## config.mk

```make
export PLATFORM = sky130hd
export DESIGN_NAME = level_timer_ctrl
export DESIGN_NICKNAME = d
export VERILOG_FILES = /design/src/rtl/level_timer_ctrl.sv
export SDC_FILE = /design/constraint.sdc
export NUM_CORES = 1
export LEC_CHECK = 0
export BUFFER_PORTS_ARGS = -buffer_cell sky130_fd_sc_hd__buf_4
export CAP_MARGIN = 10
export CORE_ASPECT_RATIO = 0.7
export CORE_UTILIZATION = 61
export DETAILED_ROUTE_END_ITERATION = 8
export PLACE_DENSITY = 0.85
export SETUP_SLACK_MARGIN = 0.2
export SLEW_MARGIN = 20
export SYNTH_ARGS = -nofsm -noshare
export SYNTH_HDL_FRONTEND = slang
export SYNTH_SLANG_ARGS = --single-unit
```

## constraint.sdc

```tcl
create_clock -name CLOCK_50 -period 7.5 [get_ports CLOCK_50]
set_input_delay 1.5 -clock CLOCK_50 [delete_from_list [all_inputs] [get_ports CLOCK_50]]
set_output_delay 1.5 -clock CLOCK_50 [all_outputs]
set_load 0.02 [all_outputs]
```

## src/rtl/level_timer_ctrl.sv

```systemverilog
// Level countdown timer: BCD MM:SS budget decremented once per prescaled second,
// with start/pause/resume/abort control, warning window and a time-up pulse.
module level_timer_ctrl #(
  parameter int          TICK_DIV = 50000000,
  parameter int          CNT_W    = 26,
  parameter logic [7:0]  WARN_SS  = 8'h30
) (
  input  logic       CLOCK_50,
  input  logic       resetn,
  input  logic       start,
  input  logic       pause,
  input  logic       resume,
  input  logic       abort,
  input  logic [7:0] load_mm,
  input  logic [7:0] load_ss,
  output logic [7:0] mm,
  output logic [7:0] ss,
  output logic [1:0] state,
  output logic       tick,
  output logic       time_up,
  output logic       warning
);

  typedef enum logic [1:0] {
    S_IDLE    = 2'd0,
    S_RUN     = 2'd1,
    S_PAUSED  = 2'd2,
    S_EXPIRED = 2'd3
  } state_e;

  localparam logic [CNT_W-1:0] PRE_MAX = CNT_W'(TICK_DIV - 1);

  state_e           state_q, state_d;
  logic [7:0]       mm_q, mm_d, ss_q, ss_d;
  logic [CNT_W-1:0] pre_q, pre_d;
  logic             tick_q, tick_d, time_up_q, time_up_d;

  logic [7:0]       san_mm, san_ss;
  logic [15:0]      dec_t;

  // One-second decrement of a valid, non-zero BCD MM:SS value.
  function automatic logic [15:0] bcd_dec(input logic [15:0] t);
    logic [3:0] mt, mu, st, su;
    {mt, mu, st, su} = t;
    if (su != 4'd0) su = su - 4'd1;
    else begin
      su = 4'd9;
      if (st != 4'd0) st = st - 4'd1;
      else begin
        st = 4'd5;
        if (mu != 4'd0) mu = mu - 4'd1;
        else begin
          mu = 4'd9;
          mt = mt - 4'd1;
        end
      end
    end
    return {mt, mu, st, su};
  endfunction

  always_comb begin
    san_mm = load_mm;
    if (load_mm[7:4] > 4'd9 || load_mm[3:0] > 4'd9) san_mm = 8'h99;
    san_ss = load_ss;
    if (load_ss[7:4] > 4'd5 || load_ss[3:0] > 4'd9) san_ss = 8'h59;
    dec_t = bcd_dec({mm_q, ss_q});
  end

  always_comb begin
    state_d   = state_q;
    mm_d      = mm_q;
    ss_d      = ss_q;
    pre_d     = pre_q;
    tick_d    = 1'b0;
    time_up_d = 1'b0;
    if (abort) begin
      state_d = S_IDLE;
      mm_d    = 8'h00;
      ss_d    = 8'h00;
      pre_d   = '0;
    end else if (start && (state_q == S_IDLE || state_q == S_EXPIRED)) begin
      pre_d = '0;
      mm_d  = san_mm;
      ss_d  = san_ss;
      if (san_mm == 8'h00 && san_ss == 8'h00) begin
        state_d   = S_EXPIRED;
        // back-to-back zero starts must not stretch the pulse
        time_up_d = ~time_up_q;
      end else begin
        state_d = S_RUN;
      end
    end else if (pause && state_q == S_RUN) begin
      state_d = S_PAUSED;
    end else if (resume && state_q == S_PAUSED) begin
      state_d = S_RUN;
    end else if (state_q == S_RUN) begin
      if (pre_q == PRE_MAX) begin
        pre_d  = '0;
        tick_d = 1'b1;
        if (mm_q == 8'h00 && ss_q == 8'h00) begin
          // unreachable in normal use; never wrap to 99:59
          state_d = S_EXPIRED;
          tick_d  = 1'b0;
        end else begin
          {mm_d, ss_d} = dec_t;
          if (dec_t == 16'h0000) begin
            state_d   = S_EXPIRED;
            time_up_d = 1'b1;
          end
        end
      end else begin
        pre_d = pre_q + CNT_W'(1);
      end
    end
  end

  always_ff @(posedge CLOCK_50 or negedge resetn) begin
    if (!resetn) begin
      state_q   <= S_IDLE;
      mm_q      <= 8'h00;
      ss_q      <= 8'h00;
      pre_q     <= '0;
      tick_q    <= 1'b0;
      time_up_q <= 1'b0;
    end else begin
      state_q   <= state_d;
      mm_q      <= mm_d;
      ss_q      <= ss_d;
      pre_q     <= pre_d;
      tick_q    <= tick_d;
      time_up_q <= time_up_d;
    end
  end

  assign mm      = mm_q;
  assign ss      = ss_q;
  assign state   = state_q;
  assign tick    = tick_q;
  assign time_up = time_up_q;
  assign warning = (state_q == S_RUN || state_q == S_PAUSED) &&
                   mm_q == 8'h00 && ss_q <= WARN_SS;

endmodule

```

Word-level counts from Yosys, hierarchy flattened

Cells that the tools add are included.

Bits in registers: 46
Logic and storage cells: 108

$add $sub $neg: 5
Order comparisons: 5
Equal/unequal tests: 7
Muxes and demuxes: 56
Bitwise gates (word level): 1
Reduce and logical (&&, ||, !) cells: 28

Operators with widths:

| cell                  | count |
|---|---|
| $mux 26               | 6 |
| $mux 8                | 16 |
| $mux 4                | 9 |
| $logic_not 8->1       | 4 |
| $add 26x1->26 const B | 1 |
| $eq 26x26->1 const B  | 1 |
| $mux 2                | 9 |
| $logic_not 16->1      | 1 |
| $mux 1                | 16 |
| $sub 4x1->4 const B   | 4 |
| $gt 4x4->1 const B    | 3 |
| $reduce_bool 4->1     | 3 |
| $reduce_bool 5->1     | 2 |
| $ne 3x3->1 const B    | 3 |
| $le 8x6->1 const B    | 1 |
| $logic_and 1x1->1     | 7 |
| $reduce_and 3->1      | 2 |
| $reduce_bool 3->1     | 2 |
| $reduce_bool 6->1     | 1 |
| $reduce_and 5->1      | 1 |
| $eq 2x2->1 const B    | 2 |
| $gt 4x3->1 const B    | 1 |
| $logic_or 1x1->1      | 4 |
| $eq 2x1->1 const B    | 1 |
| 2 further kinds       | 2 |

Logic depth before layout (Yosys ltp)

Gate-level depths: netlist of the first run.

Depth in word-level cells: 13
Gate-level depth with buffers: 10
Gate-level depth less buffers: 8

Worst setup path after synthesis of the first run

No wires, ideal clock.

Path type: flip-flop to output port
Start: register mm_q[4], in the netlist mm[4]
End: output port warning
Data arrival time: 1.641 ns
Required time: 6.000 ns
Slack: 4.359 ns
Cell stages (with the launch flop): 6
Path buffers: 0
Path through: dfrtp_1 -> inv_1 -> ha_1 -> nor3b_1 -> nand3_1 -> a311oi_1

Longest elaborated chain between the ends: 3

Ends and longest elaborated chain:

| what                   | RTL line | RTL |
|---|---|---|
| start, declared        | 34       | `logic [7:0] mm_q, mm_d, ss_q, ss_d;` |
| start signal, assigned | 127      | `mm_q <= mm_d;` |
| $logic_not 8->1        | 141      | `mm_q == 8'h00 && ss_q <= WARN_SS;` |
| $logic_and 1x1->1      | 140      | `assign warning = (state_q == S_RUN \|\| state_q == S_PAUSED) &&` |
| $logic_and 1x1->1      | 141      |  |
| end, declared          | 21       | `output logic warning` |

Every way passes these cells.

Worst setup path in the final report of the first run

Start: input port abort
End: register pre_q[17]

Longest elaborated chain between the ends: 2
Elaborated cells between the ends (all ways): 5
Classes of those cells: eq/ne (2); mux (1); reduce/logical (2)

Ends and longest elaborated chain:

| what                                                      | RTL line | RTL |
|---|---|---|
| start, declared                                           | 13       | `input logic abort,` |
| $ne 3x3->1 (no line) or $reduce_bool 3->1 (tied branches) | n/a      |  |
| $reduce_and 3->1 (no line)                                | n/a      |  |
| end signal, assigned                                      | 129      | `pre_q <= pre_d;` |
| end, declared                                             | 35       | `logic [CNT_W-1:0] pre_q, pre_d;` |

Parallel ways exist; a longest one is shown, timed or not.
A chain may end at the register's enable or synchronous reset.

==> results.yml, run 1 <==
outcome:
  outcome: "completed"
die:
  die-area_um2: 4870
  die_h_um: 58.7
  row_count: 20
  pin_count: 43
  initial_utilization_pct: 64.0
  fp.coreArea_um2: 4380
  die_w_um: 83
route:
  detail_route.wl_per_cell_um: 16.7
  drtIter0Drc: 245
  vias: 2535
  wl_mm: 6.78
  drc: 0
  m1WireLength_mm: 3.37
  postRouteAntennaNets: 0
  drt_pass1_iterations: 5
  viasPerCell: 6.24
  routed-wl-met2_mm: 2.70
  highest_layer: "met4"
  wl_met3_um: 687
place:
  portBuffers: 42
  place_area_um2: 3140
  dpl_worst_slack_ns: 3.74
  post-dp-hpwl_mm: 5.08
  place_congestion: 0.975
sta:
  rsz0062_at_grt: "no"
  period_minus_slack_ns: 3.50
  setup_tns_ns: 0
  setup_viol: 0
  drv_slew: 0
  hold_viol: 0
  finalCritPeriodShare_pct: 46.7
  tightest_slew_ns: 1.04
  finClkSkew_ns: 0.00515
  max_freq_mhz: 286
  setup_ws_ns: 4.00
  relSlewSlack_pct: 30.1
yosys:
  yosys-mux-area-fraction_pct: 1.79
  synth_top_family_by_area: "simple AND/OR/NAND/NOR gates"
  async_reset_ff_share_pct: 100
  synth_ff_type: "dfrtp_1"
  synth_compound_area_share_pct: 16.7
  ys_warn_count: 0
  synth_nets: 338
  synth_xor_area_share_pct: 6.57
  post_synth_and_or_nand_nor_area_fraction_pct: 28.3
  synth_area_leaders: "dfrtp_1 (41%), nor2_1 (4.3%), nand2_1 (4.0%), xnor2_1 (3.8%), o21ai_0 (3.2%)"
  synth_edf_count: 0
  synthAdderAreaFrac_pct: 2.23
  yosys-top-cells-count: "dfrtp_1 (46), nor2_1 (32), nand2_1 (30)"
  netlist.area_leader.share_pct: 41.1
  synth-seq-cells: 46
  yosys.area.top_type: "dfrtp_1"
  seq_area_frac_synth_pct: 41.1
  ys_types: 52
  synth_cells: 311
  avgSynthCellArea_um2: 9.01
  synth.most_common_cell: "dfrtp_1"
  synth_area_um2: 2800
cells_and_area:
  fillers: 343
  diodes: 0
  final_util_pct: 73.8
  drive_gt1_share_pct: 19.1
  area_growth_syn_to_layout_pct: 15.4
  final_area_um2: 3230
  nets: 377
run:
  maxCapViolations: 0
clock_tree:
  post_cts_resized: 0
  clock_latency_ns: 0.29
  clk_pin_slew_ns: 0.08
  cts_tree: "done"
  clockRootBuffer: "clkbuf_8"
  numCtsBuffers: 5
  ctsHoldBuffers: 0
  htreeDepth: 2
  cts.sinks: 46
  clockBufferDepth: 2
  postCtsSetupRepairBufs: 0
worst_setup_path:
  crit_type: "in2reg"
  endpoint_kind: "flip-flop"
  worst_ep_arrival_time_ns: 3.67
  worstPathMaxFanout: 16
  reg2reg_slack_ns: 4.26
  worstPathRequired_ns: 7.67
  startpoint_type: "input pin"
global_route:
  grt_overflow: 0
  grt.total_usage_pct: 28.9
  grt_start_max_net_pins: 47
  grt_first_pass_wirelength_mm: 11.0
  antenna_found_initial: 0
  grt_pass1_vias: 2225
pwr:
  peakVddDrop_mv: 0.134
  leakage_nw: 1.37
  p_per_area_nw_per_um2: 214
min_path:
  hold_class: "reg2reg"
## critical path: stages
cell and delay [ns]:
buf_4 0.20, a21o_1 0.36, a31oi_1 0.08, buf_4 0.19, nor4_1 0.89, nand3_1 0.20
xor2_1 0.19, nor2_1 0.05
## layer usage
| layer | track usage [%] | vias up |
|---|---|---|
| li1 | - | 1216 |
| met1 | 46.0 | 1190 |
| met2 | 39.0 | 127 |
| met3 | 8.13 | 2 |
| met4 | 4.93 | 0 |
| met5 | 0 | - |
## registers in the layout (all words and copies together) (netlist names)
signal and cells:
pre_q 26, tick 1, ss 8, time_up 1
state 2, mm 8
## where the power goes
part	leakage (nW)	switching (mW)	internal, mW
Sequential	0.631	0.0324	0.267
Clock	0.0482	0.0772	0.0744
Combinational	0.689	0.151	0.0895
Total	1.37	0.260	0.431
## area by class of cell
type / instances / area, µm² / area share (%)
multi-input combinational: 244 / 1560 / 48.2
sequential: 46 / 1150 / 35.6
timing repair buffer: 44 / 330 / 10.2
clock buffer: 7 / 86.3 / 2.67
tap: 55 / 68.8 / 2.13
inverter: 9 / 33.8 / 1.05
clock inverter: 1 / 5.00 / 0.155
## path summary, 6_finish.rpt
check                          from         to  cells after the start
max                           abort  pre_q[17]                      8
min                         time_up    time_up                      1
max reg2reg                pre_q[0]      ss[1]                      7
min reg2reg                 time_up    time_up                      1
max in group asynchronous    resetn      mm[0]                      1
min in group asynchronous    resetn  pre_q[19]                      1
## per-stage QoR
stage | cells | power, mW | hold WS (ns)
floorplan | 311 | 0.453 | 0.460
global placement | 398 | 0.530 | 0.462
detailed placement | 398 | 0.537 | 0.476
CTS | 406 | 0.690 | 0.490
global route | 406 | 0.729 | 0.515
finish | 406 | 0.691 | 0.496
## layout by cell type, fill, tap and decap left out, types with 6 or more instances in the layout
cell type	count
a21oi_1	12
and3_1	8
buf_4	44
clkbuf_8	6
dfrtp_1	46
inv_1	9
nand2_1	30
nand3_1	12
nand4_1	9
nor2_1	32
nor4_1	7
o21ai_0	18
o21ai_1	8
or3_1	6
xnor2_1	12
xor2_1	9
## logic make-up after synthesis
| group | after synthesis |
|---|---|
| mux | 5 |
| buf+inv | 21 |
| flops | 46 |
| xor+xnor | 21 |
| simple gates | 142 |
| compound gates | 71 |
| fa+ha+maj | 5 |
(Power assumes the default switching activity.)
==> run 2: changes to the inputs <==
- ABC_AREA: unset -> 1
- CORE_UTILIZATION: 61 -> 52
- PLACE_DENSITY: 0.85 -> 0.76
- clock period: 7.5 -> 3 ns (I/O delays scaled with it)
==> run 2 against run 1 <==
Compared with the run above:
- clock-buffer cell count up 1
- cell area is 12% higher
- setup slack lost 3.5 ns
- synthesized cell count grew 40%
- routed wire length up 29%
- critical path depth fell by 1
- clock power rose to 3.0 times the previous value
- area after synthesis rose by 12%
- clock skew up 0.0029 ns
- die area increased by 30%
- final cell count grew 37%
==> results.yml, run 2 <==
outcome:
  outcome: "completed"
clock_tree:
  ctsHoldBuffers: 0
  cts_tree: "done"
  clockBufferDepth: 2
  numCtsBuffers: 5
  clk_pin_slew_ns: 0.09
  cts.sinks: 46
  clock_latency_ns: 0.30
  clockRootBuffer: "clkbuf_8"
  postCtsSetupRepairBufs: 0
  post_cts_resized: 0
  htreeDepth: 2
sta:
  hold_viol: 0
  drv_slew: 0
  tightest_slew_ns: 0.598
  hold_ws_ns: 0.296
  relSlewSlack_pct: 60.2
  setup_ws_ns: 0.517
  setup_tns_ns: 0
  finalCritPeriodShare_pct: 82.8
  rsz0062_at_grt: "no"
  finClkSkew_ns: 0.00807
  max_freq_mhz: 403
  period_minus_slack_ns: 2.48
  setup_viol: 0
global_route:
  grt_pass1_vias: 2743
  grt.total_usage_pct: 29.7
  antenna_found_initial: 0
  grt_first_pass_wirelength_mm: 14.0
  grt_overflow: 0
  grt_start_max_net_pins: 47
die:
  pin_count: 43
  initial_utilization_pct: 54.3
  fp.coreArea_um2: 5760
  die_h_um: 66.9
  die-area_um2: 6330
  row_count: 23
  die_w_um: 94.7
cells_and_area:
  final_util_pct: 63.1
  area_growth_syn_to_layout_pct: 16.3
  largest_reg_flops: 26
  final_common_cell: "nand2_1"
  diodes: 0
  final_cells: 557
  fillers: 539
  drive_gt1_share_pct: 17.2
  nets: 508
  top_register: "pre_q"
  layout_common_cells: "nand2_1 (81), nor2_1 (64), inv_1 (55)"
  final_area_um2: 3630
yosys:
  ys_types: 46
  synth_nets: 461
  synth.most_common_cell: "nand2_1"
  synth_edf_count: 0
  seq_area_frac_synth_pct: 36.8
  netlist.area_leader.share_pct: 36.8
  yosys-top-cells-count: "nand2_1 (81), nor2_1 (64), inv_1 (55)"
  ys_warn_count: 0
  async_reset_ff_share_pct: 100
  yosys.area.top_type: "dfrtp_1"
  avgSynthCellArea_um2: 7.20
  synth-seq-cells: 46
  synth_cells: 434
  synth_area_leaders: "dfrtp_1 (37%), nand2_1 (9.7%), nor2_1 (7.7%), inv_1 (6.6%), nand3_1 (5.6%)"
  synth_area_um2: 3130
  synth_ff_type: "dfrtp_1"
worst_setup_path:
  slowest_delay_ns: 0.41
  cp_cell_sequence: "inv_1 -> ha_1 -> nand3_1 -> nor2_1 -> nand2_1 -> a31oi_1 -> buf_4"
  cp_slowest_cell: "dfrtp_1"
  worstPathMaxFanout: 5
  worstPathRequired_ns: 2.40
  worst_ep_arrival_time_ns: 1.88
  endpoint_kind: "output port"
  crit_type: "reg2out"
  startpoint_type: "flip-flop"
place:
  post-dp-hpwl_mm: 6.76
  place_area_um2: 3520
  place_congestion: 1.00
  dpl.cell_count: 549
  portBuffers: 42
  dpl_worst_slack_ns: 0.674
pwr:
  p_per_area_nw_per_um2: 774
  finalPower_mw: 2.81
  peakVddDrop_mv: 0.413
  leakage_nw: 1.73
route:
  drt_pass1_iterations: 5
  drc: 0
  detail_route.wl_per_cell_um: 15.7
  postRouteAntennaNets: 0
  drtIter0Drc: 437
  wl_mm: 8.73
  vias: 3181
  viasPerCell: 5.71
min_path:
  hold_class: "in2async"
run:
  maxCapViolations: 0
==> run 2: where the power goes <==
part	switching, mW	total, mW	internal (mW)
combinational	1.03	1.54	0.509
clock	0.219	0.452	0.233
sequential	0.115	0.821	0.706
total	1.36	2.81	1.45
==> run 2: logic make-up (layout without fill, tap and decap cells) <==
| family | Yosys count | count (layout) | share of synthesized area (%) |
|---|---|---|---|
| DFF | 46 | 46 | 36.8 |
| xor gates and xnor gates | 6 | 6 | 1.68 |
| buffers and inverters | 65 | 113 | 8.57 |
| adders and majority gates | 5 | 5 | 2.00 |
| AOI/OAI and AO/OA | 80 | 80 | 15.1 |
| and+or+nand+nor | 232 | 232 | 35.8 |
==> run 2: final timing paths <==
kind,endpoint,slack (ns),start,cells after the start
max,warning,0.52,mm[4],7
min,pre_q[2],0.30,resetn,1
max reg2reg,pre_q[13],0.64,state[0],9
min reg2reg,pre_q[16],0.50,pre_q[16],1
max in group asynchronous,pre_q[9],2.29,resetn,1
min in group CLOCK_50,pre_q[16],0.50,pre_q[16],1
==> run 2: cell type report <==
cell class / count / area (µm²) / area share [%]
Timing Repair Buffer: 46 / 345 / 9.50
Sequential cell: 46 / 1150 / 31.7
Clock buffer: 8 / 110 / 3.03
Multi-Input combinational cell: 323 / 1710 / 47.0
Inverter: 59 / 226 / 6.23
Tap cell: 75 / 93.8 / 2.58
==> run 2: worst max-delay path: cells and delay by family, from the launching register on <==
| kind | cells | cell delay (ns) |
|---|---|---|
| DFF | 1 | 0.41 |
| AOI/OAI and AO/OA | 1 | 0.19 |
| and+or+nand+nor | 3 | 0.51 |
| adders and majority gates | 1 | 0.16 |
| buffers and inverters | 2 | 0.32 |
==> run 2: layer usage <==
layer / vias up / track usage, % / routed length (µm)
li1: 1544 / - / -
met1: 1475 / 49.9 / 4450
met2: 157 / 36.8 / 3380
met3: 5 / 6.28 / 851
met4: 0 / 6.25 / 44
met5: - / 0 / 0
